<file path="src/rtl/cache_controller_pkg.sv">
// Shared constants and state encoding for the direct-mapped cache controller.
// Address layout (word address): tag [14:12], index [11:2], offset [1:0].
package cache_controller_pkg;

  localparam int unsigned WORD_LENGTH     = 32;
  localparam int unsigned ADDR_WIDTH      = 15;
  localparam int unsigned WORDS_PER_BLOCK = 4;
  localparam int unsigned OFS_WIDTH       = 2;
  localparam int unsigned BLOCK_WIDTH     = ADDR_WIDTH - OFS_WIDTH;
  localparam int unsigned LINE_WIDTH      = WORD_LENGTH * WORDS_PER_BLOCK;
  localparam int unsigned SETS            = 1024;
  localparam int unsigned TAG_START       = 14;
  localparam int unsigned TAG_END         = 12;
  localparam int unsigned IDX_START       = 11;
  localparam int unsigned IDX_END         = 2;
  // Valid bit sits above the line data and tag in a cache entry.
  localparam int unsigned VALID           = LINE_WIDTH + (TAG_START - TAG_END + 1);

  typedef enum logic [2:0] {
    IDLE,
    LOOKUP,
    FETCH,
    FILL,
    RESP
  } ctrl_state_e;

  // Block number (tag + index) of a word address.
  function automatic logic [BLOCK_WIDTH-1:0] block_of(input logic [ADDR_WIDTH-1:0] addr);
    return addr[ADDR_WIDTH-1:OFS_WIDTH];
  endfunction

endpackage

</file>
<file path="src/rtl/cache_fill_buffer.sv">
// Four-word line buffer filled one word at a time from main memory.
// Ports: clk, rst (sync, active-high), we_i/wr_idx_i/wr_data_i write port,
// rd_ofs_i selects word_o, line_o is the whole line (offset 00 in the MSBs).
module cache_fill_buffer
  import cache_controller_pkg::*;
(
  input  logic                   clk,
  input  logic                   rst,
  input  logic                   we_i,
  input  logic [OFS_WIDTH-1:0]   wr_idx_i,
  input  logic [WORD_LENGTH-1:0] wr_data_i,
  input  logic [OFS_WIDTH-1:0]   rd_ofs_i,
  output logic [LINE_WIDTH-1:0]  line_o,
  output logic [WORD_LENGTH-1:0] word_o
);

  logic [WORD_LENGTH-1:0] mem_q [WORDS_PER_BLOCK];

  // Word register file; reset discards any partially fetched line.
  always_ff @(posedge clk) begin
    if (rst) begin
      for (int i = 0; i < int'(WORDS_PER_BLOCK); i++) mem_q[i] <= '0;
    end else if (we_i) begin
      mem_q[wr_idx_i] <= wr_data_i;
    end
  end

  assign line_o = {mem_q[0], mem_q[1], mem_q[2], mem_q[3]};
  assign word_o = mem_q[rd_ofs_i];

endmodule

</file>
<file path="src/rtl/cache_controller.sv">
// Read-miss sequencer in front of a direct-mapped cache: lookup, 4-word
// memory fetch, single-cycle line commit, and word return to the CPU.
// Ports: clk/rst; CPU side cpu_read, cpu_address, cpu_ready, cpu_data;
// cache side cache_address, cache_hit, cache_out, cache_write, cache_data1..4;
// memory side mem_read, mem_address, mem_data, mem_ready.
// Optional macro CACHE_CTRL_STATS_EN adds saturating hit_count/miss_count.
module cache_controller
  import cache_controller_pkg::*;
(
  input  logic                   clk,
  input  logic                   rst,
  input  logic                   cpu_read,
  input  logic [ADDR_WIDTH-1:0]  cpu_address,
  output logic                   cpu_ready,
  output logic [WORD_LENGTH-1:0] cpu_data,
  output logic [ADDR_WIDTH-1:0]  cache_address,
  input  logic                   cache_hit,
  input  logic [WORD_LENGTH-1:0] cache_out,
  output logic                   cache_write,
  output logic [WORD_LENGTH-1:0] cache_data1,
  output logic [WORD_LENGTH-1:0] cache_data2,
  output logic [WORD_LENGTH-1:0] cache_data3,
  output logic [WORD_LENGTH-1:0] cache_data4,
  output logic                   mem_read,
  output logic [ADDR_WIDTH-1:0]  mem_address,
  input  logic [WORD_LENGTH-1:0] mem_data,
  input  logic                   mem_ready
`ifdef CACHE_CTRL_STATS_EN
  ,
  output logic [15:0]            hit_count,
  output logic [15:0]            miss_count
`endif
);

  ctrl_state_e            state_q, state_d;
  logic [ADDR_WIDTH-1:0]  req_addr_q, req_addr_d;
  logic                   cpu_ready_q, cpu_ready_d;
  logic [WORD_LENGTH-1:0] cpu_data_q, cpu_data_d;
  logic                   cache_write_q, cache_write_d;
  logic                   mem_read_q, mem_read_d;
  logic [ADDR_WIDTH-1:0]  mem_address_q, mem_address_d;
  logic [OFS_WIDTH-1:0]   word_cnt_q, word_cnt_d;
  logic [BLOCK_WIDTH-1:0] fb_block_q, fb_block_d;
  logic                   fb_valid_q, fb_valid_d;

  logic                   fb_we_c;
  logic                   fb_hit_c;
  logic [OFS_WIDTH-1:0]   word_cnt_inc_c;
  logic [LINE_WIDTH-1:0]  line_c;
  logic [WORD_LENGTH-1:0] fb_word_c;

  assign fb_we_c        = (state_q == FETCH) && mem_ready;
  assign fb_hit_c       = fb_valid_q && (block_of(req_addr_q) == fb_block_q);
  assign word_cnt_inc_c = word_cnt_q + OFS_WIDTH'(1);

  cache_fill_buffer u_fill_buf (
    .clk       (clk),
    .rst       (rst),
    .we_i      (fb_we_c),
    .wr_idx_i  (word_cnt_q),
    .wr_data_i (mem_data),
    .rd_ofs_i  (req_addr_q[OFS_WIDTH-1:0]),
    .line_o    (line_c),
    .word_o    (fb_word_c)
  );

  // State and output registers.
  always_ff @(posedge clk) begin
    if (rst) begin
      state_q       <= IDLE;
      req_addr_q    <= '0;
      cpu_ready_q   <= 1'b0;
      cpu_data_q    <= '0;
      cache_write_q <= 1'b0;
      mem_read_q    <= 1'b0;
      mem_address_q <= '0;
      word_cnt_q    <= '0;
      fb_block_q    <= '0;
      fb_valid_q    <= 1'b0;
    end else begin
      state_q       <= state_d;
      req_addr_q    <= req_addr_d;
      cpu_ready_q   <= cpu_ready_d;
      cpu_data_q    <= cpu_data_d;
      cache_write_q <= cache_write_d;
      mem_read_q    <= mem_read_d;
      mem_address_q <= mem_address_d;
      word_cnt_q    <= word_cnt_d;
      fb_block_q    <= fb_block_d;
      fb_valid_q    <= fb_valid_d;
    end
  end

  // Next-state and registered-output logic.
  always_comb begin
    state_d       = state_q;
    req_addr_d    = req_addr_q;
    cpu_ready_d   = 1'b0;
    cpu_data_d    = cpu_data_q;
    cache_write_d = 1'b0;
    mem_read_d    = mem_read_q;
    mem_address_d = mem_address_q;
    word_cnt_d    = word_cnt_q;
    fb_block_d    = fb_block_q;
    fb_valid_d    = fb_valid_q;

    case (state_q)
      IDLE: begin
        // The CPU still holds cpu_read during the ready cycle; skip it.
        if (cpu_read && !cpu_ready_q) begin
          req_addr_d = cpu_address;
          state_d    = LOOKUP;
        end
      end
      LOOKUP: begin
        // Line buffer wins: the cache does not re-evaluate an unchanged address.
        if (fb_hit_c) begin
          cpu_data_d = fb_word_c;
          state_d    = RESP;
        end else if (cache_hit) begin
          cpu_data_d = cache_out;
          state_d    = RESP;
        end else begin
          word_cnt_d    = '0;
          mem_read_d    = 1'b1;
          mem_address_d = {block_of(req_addr_q), OFS_WIDTH'(0)};
          fb_valid_d    = 1'b0;
          state_d       = FETCH;
        end
      end
      FETCH: begin
        if (mem_ready) begin
          word_cnt_d = word_cnt_inc_c;
          if (word_cnt_q == OFS_WIDTH'(WORDS_PER_BLOCK - 1)) begin
            mem_read_d    = 1'b0;
            cache_write_d = 1'b1;
            state_d       = FILL;
          end else begin
            mem_address_d = {block_of(req_addr_q), word_cnt_inc_c};
          end
        end
      end
      FILL: begin
        fb_block_d = block_of(req_addr_q);
        fb_valid_d = 1'b1;
        cpu_data_d = fb_word_c;
        state_d    = RESP;
      end
      RESP: begin
        cpu_ready_d = 1'b1;
        state_d     = IDLE;
      end
      default: state_d = IDLE;
    endcase
  end

  assign cpu_ready     = cpu_ready_q;
  assign cpu_data      = cpu_data_q;
  assign cache_address = req_addr_q;
  assign cache_write   = cache_write_q;
  assign mem_read      = mem_read_q;
  assign mem_address   = mem_address_q;
  assign cache_data1   = line_c[127:96];
  assign cache_data2   = line_c[95:64];
  assign cache_data3   = line_c[63:32];
  assign cache_data4   = line_c[31:0];

`ifdef CACHE_CTRL_STATS_EN
  logic [15:0] hit_count_q;
  logic [15:0] miss_count_q;
  logic        lookup_c;

  assign lookup_c = (state_q == LOOKUP);

  // Saturating lookup outcome counters.
  always_ff @(posedge clk) begin
    if (rst) begin
      hit_count_q  <= '0;
      miss_count_q <= '0;
    end else if (lookup_c) begin
      if ((fb_hit_c || cache_hit) && (hit_count_q != 16'hFFFF))
        hit_count_q <= hit_count_q + 16'd1;
      if (!fb_hit_c && !cache_hit && (miss_count_q != 16'hFFFF))
        miss_count_q <= miss_count_q + 16'd1;
    end
  end

  assign hit_count  = hit_count_q;
  assign miss_count = miss_count_q;
`endif

endmodule

</file>
<file path="config.mk">
export PLATFORM = sky130hd
export DESIGN_NAME = cache_controller
export DESIGN_NICKNAME = d
export VERILOG_FILES = /design/src/rtl/cache_controller_pkg.sv /design/src/rtl/cache_fill_buffer.sv /design/src/rtl/cache_controller.sv
export SDC_FILE = /design/constraint.sdc
export NUM_CORES = 1
export LEC_CHECK = 0
export CAP_MARGIN = 20
export CORE_ASPECT_RATIO = 1.1
export CORE_UTILIZATION = 48
export DETAILED_ROUTE_END_ITERATION = 8
export PLACE_DENSITY_LB_ADDON = 0.1
export SYNTH_ARGS = -nofsm -noshare
export SYNTH_HDL_FRONTEND = slang
export SYNTH_HIERARCHICAL = 1
export SYNTH_SLANG_ARGS = --single-unit
</file>
<file path="constraint.sdc">
create_clock -name clk -period 3.45 [get_ports clk]
set_input_delay 0.69 -clock clk [delete_from_list [all_inputs] [get_ports clk]]
set_output_delay 0.69 -clock clk [all_outputs]
set_load 0.03 [all_outputs]
</file>
==> results of run 1 <==
[cells in the mapped netlist (2+ instances only)]
master	count
a21oi_1	47
a31o_2	2
a31oi_1	14
and2_1	97
and2_2	32
and4bb_2	2
buf_2	7
buf_4	13
buf_6	9
clkbuf_1	30
clkbuf_2	9
dfxtp_1	84
edfxtp_1	128
inv_1	3
mux2i_1	15
mux4_2	32
nand2_1	30
nand2b_1	5
nand3_1	2
nand3b_1	3
nand4_1	5
nor2_1	42
nor2b_1	3
nor3_1	13
nor3b_1	2
nor4_1	3
o211ai_1	13
o21ai_0	14
o21ai_1	2
o21bai_1	3
o221a_1	32
xnor2_1	13
[area by class of cell]
type / instances / area, um2
well taps: 247 / 309
clock buffers: 30 / 663
clock inverters: 10 / 128
flip-flops and latches: 212 / 5530
repair buffers: 291 / 2890
multi-input cells: 439 / 3420
fillers: 1333 / 6090
inverters: 3 / 11.3
[worst max-delay path by stage]
stage                                         from                                     to  slack [ns]
floorplan                  state_q[1]$_SDFFE_PP0P_   u_fill_buf/mem_q[0][0]$_SDFFCE_PN0P_        0.30
global placement                         mem_ready  u_fill_buf/mem_q[1][17]$_SDFFCE_PN0P_        0.78
detailed placement                       mem_ready   u_fill_buf/mem_q[2][6]$_SDFFCE_PN0P_        0.65
CTS                 cache_address[12]$_SDFFE_PP0P_               cpu_data[0]$_SDFFE_PP0P_        0.92
global route         cache_address[2]$_SDFFE_PP0P_               cpu_data[4]$_SDFFE_PP0P_        0.83
finish              cache_address[12]$_SDFFE_PP0P_               cpu_data[0]$_SDFFE_PP0P_        0.94
[layer usage]
metal  up-vias  routed length, um  GRT usage
li1       3148                  -          -
met1      3398              10100      0.318
met2       315              13300      0.454
met3        53               2160     0.0641
met4         0                905     0.0989
met5         -                  0          0
[critical path, delay by kind of cell, from the launching register on]
kind	cells	cell delay, ns
flip-flops	1	0.44
AND/OR/NAND/NOR	2	1.02
AO/OA/AOI/OAI	2	0.47
buffers and inverters	1	0.35
XOR/XNOR	1	0.15
[registers in the layout, summed over array words and instances, names as in the netlist]
name and count:
state_q 3, cpu_data 32, fb_valid_q 1, word_cnt_q 2, u_fill_buf/mem_q 128, cpu_ready 1, cache_write 1, mem_read 1
mem_address 15, fb_block_q 13, cache_address 15
[report_power, final]
group	switching, mW	internal [mW]	total (mW)
logic	0.466	0.383	0.849
clock network	0.976	1.57	2.55
registers	0.0749	2.78	2.86
total	1.52	4.74	6.25
[cells by family (layout without fill, tap and decap cells)]
| family | count (synthesis) | in the layout | synth area share |
|---|---|---|---|
| AND/OR/NAND/NOR | 245 | 245 | 0.152 |
| XOR/XNOR | 13 | 13 | 0.0122 |
| flip-flops | 212 | 212 | 0.594 |
| buffers and inverters | 72 | 334 | 0.0437 |
| AO/OA/AOI/OAI | 133 | 133 | 0.103 |
| multiplexers | 47 | 47 | 0.0936 |
| adder cells (fa/ha/maj) | 1 | 1 | 0.00134 |
==> impl_metrics.tcl, run 1 <==
set metrics [dict create \
    dpl_cell_area_mm2 0.0122 \
    netlist_instances 723 \
    core.rowCount 53 \
    fin_crit_sh 0.726 \
    finalSetupTns_ns 0 \
    max_freq_mhz 399 \
    reg2reg_to "cpu_data[0]$_SDFFE_PP0P_" \
    initial_core_util 0.489 \
    avgRoutedWirePerCell_um 21.5 \
    dr.pass1.iters 5 \
    hold_class "reg -> reg" \
    synth_area_mm2 0.00931 \
    final_common_cell "clkdlybuf4s50_1" \
    worstSkewPairLatency_ns 0.50 \
    core-area_mm2 0.0190 \
    grt_pass1_vias 7111 \
    ir_drop_uv 357 \
    synth_top_area_frac 0.413 \
    hp-start "mem_address[0]$_SDFFE_PP0P_" \
    antenna_found_initial 0 \
    via_per_inst 5.61 \
    num_antenna_cells 0 \
    cts_sinks 212 \
    fin_ws_ns 0.944 \
    p_per_area_mw_per_mm2 483 \
    synth_nets 808 \
    p_total_mw 6.25 \
    ys_seq_elements 212 \
    setup_viol 0 \
    async_flop_share 0 \
    syn-mean-instance-area_um2 12.9 \
    nets 1055 \
    synth_warnings 6 \
    post_cts_buffers 0 \
    whs_ns 0.468 \
    dpl.hpwl_mm 17.5 \
    cp-end-kind "flip-flop" \
    cp_max_fo 48 \
    grt-ovfl-total 0 \
    rsz0062_at_grt "false" \
    cts_resized 0 \
    synthFlopType "edfxtp_1" \
    dieHeight_um 148 \
    track_usage 0.263 \
    ctsHtreeMaxLevel 1 \
    min_period_ns 2.51 \
    outcome "finished clean" \
    slew_headroom 0.347 \
    cap_violations 0 \
    max_stage_delay_ns 0.79 \
    hold_depth 2 \
    port_buffers 276 \
    area_delta_synth_final_pct 39.0 \
    fin_area_mm2 0.0129 \
    layout_common_cells "clkdlybuf4s50_1 (275), edfxtp_1 (128), and2_1 (97)" \
    power_leakage_nw 4.62 \
    drive_above_1_share 0.134 \
    path_cells "xnor2_1, nand4_1, or4_2, buf_4, a31oi_1, o221a_1" \
    reg2reg_from "cache_address[12]$_SDFFE_PP0P_" \
    io_pins 277 \
    worstPathArrival_ns 2.95 \
    synthTopCellsByArea "edfxtp_1 (41%), dfxtp_1 (18%), mux4_2 (7.7%)" \
    die_x_um 135 \
    drc 0 \
    crit_type "reg -> reg" \
    ant_nets 0 \
    synth_edf_count 128 \
    cp.required_ns 3.89 \
    die-area_mm2 0.0200 \
    cts_tree "done" \
    wirelength_mm 26.5 \
    start_kind "flip-flop" \
    vias 6914 \
    grt_start_max_net_pins 78 \
    finalClockSkew_ns 0.0105 \
    finalNonFillerCells 1232 \
    path_clk_slew_ns 0.06 \
    cts_root_buf "clkbuf_16" \
    clk_path_buf_depth 3 \
    ff2ff_setup_slack_ns 0.94 \
    cts_hold_buf 0 \
    gp_congestion 0.829 \
    dp_cells 1192 \
    grt_pass1_wl_mm 40.0 \
    first_iter_violations 451 \
    holdPathEnd "mem_address[0]$_SDFFE_PP0P_" \
    drv_slew 0 \
    dp_slack_ns 0.653 \
    yosysTopAreaCell "edfxtp_1" \
    cts_inserted_buffers 23 \
    ff2ff_path_depth 6 \
    tightest_slew_ns 0.976 \
    cp_slowest_cell "or4_2" \
    utilization 0.680 \
    ys_seq_area_frac 0.594 \
    synth_cell_types 46 \
    finalHoldViolCount 0 \
]
(Power assumes the default switching activity.)
==> run 2: changes to the inputs <==
Settings changed: CORE_UTILIZATION 48 to 43.
Clock period 3.45 ns to 2.05 ns, I/O delays scaled along.
==> run 2 against run 1 <==
Effect of this change:
- critical path depth decreased by 5
- register-to-register slack lost 0.85 ns
- clock skew is 0.00058 ns higher
- die area up 11%
- sequential power increased by 67%
- clock power increased by 56%
- final cell count increased by 8.0%
- final area up 5.0%
- critical path type is now reg -> out
==> impl_metrics.tcl, run 2 (synthesis results as in run 1) <==
set metrics [dict create \
    port_buffers 276 \
    ff2ff_setup_slack_ns 0.09 \
    crit_buf_inv 1 \
    cts_inserted_buffers 23 \
    outcome "finished clean" \
    tightest_slew_ns 0.567 \
    layout_common_cells "clkdlybuf4s50_1 (260), edfxtp_1 (128), and2_1 (97)" \
    post_cts_buffers 0 \
    largest_reg_flops 128 \
    cp_slowest_cell "clkdlybuf4s50_1" \
    critical_path.top_delay_family "buffers and inverters" \
    hold_depth 3 \
    cp-end-kind "output port" \
    vias 6953 \
    holdPathEnd "cpu_data[9]$_SDFFE_PP0P_" \
    cts_root_buf "clkbuf_16" \
    dr.pass1.iters 4 \
    cts_hold_buf 0 \
    dieHeight_um 156 \
    drv_slew 0 \
    finalSetupTns_ns 0 \
    gp_congestion 0.801 \
    clk_path_buf_depth 3 \
    num_antenna_cells 0 \
    final_common_cell "clkdlybuf4s50_1" \
    fin_crit_sh 0.986 \
    grt-ovfl-total 0 \
    grt_pass1_wl_mm 40.9 \
    ir_drop_uv 710 \
    ctsHtreeMaxLevel 1 \
    setup_viol 0 \
    cp.required_ns 1.64 \
    finalHoldViolCount 0 \
    slew_headroom 0.621 \
    area_delta_synth_final_pct 46.1 \
    power_leakage_nw 5.01 \
    reg2reg_to "cpu_data[12]$_SDFFE_PP0P_" \
    first_iter_violations 349 \
    path_clk_slew_ns 0.06 \
    wirelength_mm 27.2 \
    initial_core_util 0.437 \
    drive_above_1_share 0.179 \
    cp_max_fo 2 \
    cts_tree "done" \
    regMostFlops "u_fill_buf/mem_q" \
    min_period_ns 2.02 \
    hold_class "in -> reg" \
    max_stage_delay_ns 0.73 \
    start_kind "flip-flop" \
    worstPathArrival_ns 1.61 \
    max_freq_mhz 495 \
    p_per_area_mw_per_mm2 761 \
    hp-start "rst" \
    nets 1110 \
    reg2reg_from "cache_address[13]$_SDFFE_PP0P_" \
    grt_start_max_net_pins 67 \
    core.rowCount 56 \
    ant_nets 0 \
    crit_type "reg -> out" \
    ff2ff_path_depth 6 \
    track_usage 0.244 \
    die-area_mm2 0.0222 \
    io_pins 277 \
    rsz0062_at_grt "false" \
    die_x_um 142 \
    whs_ns 0.334 \
    grt_pass1_vias 7097 \
    path_cells "clkdlybuf4s50_1" \
    via_per_inst 5.22 \
    cap_violations 0 \
    drc 0 \
    avgRoutedWirePerCell_um 20.4 \
    worstSkewPairLatency_ns 0.50 \
    core-area_mm2 0.0213 \
    antenna_found_initial 1 \
    cts_sinks 212 \
    dpl.hpwl_mm 19.0 \
    finalClockSkew_ns 0.0111 \
]
## run 2: cell types whose count changed in the layout (fill, tap and decap cells not counted), moves of 3 or more
cell             delta
clkdlybuf4s50_1    -15
clkinv_2            -4
clkbuf_8            +4
buf_12             +20
clkbuf_1            +6
dlygate4sd2_1      +15
buf_4              +34
bufinv_16           -3
## run 2: worst max-delay path by stage
stage | endpoint | depth (start not counted) | start
after floorplan | u_fill_buf/mem_q[0][0]$_SDFFCE_PN0P_ | 6 | state_q[0]$_SDFFE_PP0P_
after global placement | cpu_data[20]$_SDFFE_PP0P_ | 6 | cache_address[9]$_SDFFE_PP0P_
after detailed placement | cpu_data[0]$_SDFFE_PP0P_ | 6 | cache_address[7]$_SDFFE_PP0P_
after CTS | cache_data3[31] | 1 | u_fill_buf/mem_q[2][31]$_SDFFCE_PN0P_
after global routing | cache_data4[31] | 1 | u_fill_buf/mem_q[3][31]$_DFFE_PP_
final | cache_data3[31] | 1 | u_fill_buf/mem_q[2][31]$_SDFFCE_PN0P_
## run 2: area by class of cell
cell class	instances	area, um2
clock buffers	39	716
well taps	290	363
flip-flops and latches	212	5530
inverters	3	11.3
clock inverters	2	13.8
multi-input cells	439	3430
fillers	1736	7710
repair buffers	346	3530
## run 2: what timing repair did
item                                    4_1_cts  5_1_grt
gates cloned                                  0        0
gates resized for setup                      16        2
endpoints found under the setup margin       64        6
pin swaps                                     0        1
## run 2: stage by stage
stage               area (um2)  setup slack, ns  cells   util  total power, mW
floorplan                 9340           0.0625    723      -             5.68
global placement         12900          -0.0839   1290  0.604             6.46
finish                   13600           0.0289   1331  0.638             10.3
detailed placement       12900           -0.115   1290  0.604             6.47
global route             13600          0.00550   1331  0.638             10.7
CTS                      13600           0.0296   1331  0.638             10.4
## run 2: metal layers
layer | vias to the layer above | routed length (um) | track usage
met5 | - | 11 | 0
met4 | 2 | 675 | 0.0758
met3 | 43 | 2320 | 0.0676
met2 | 246 | 13500 | 0.424
met1 | 3393 | 10700 | 0.293
li1 | 3269 | - | -
## run 2: power breakdown
part,switching (mW),internal (mW),leakage (nW)
logic,0.827,0.745,2.65
clock network,1.63,2.36,0.358
registers,0.110,4.68,2.01
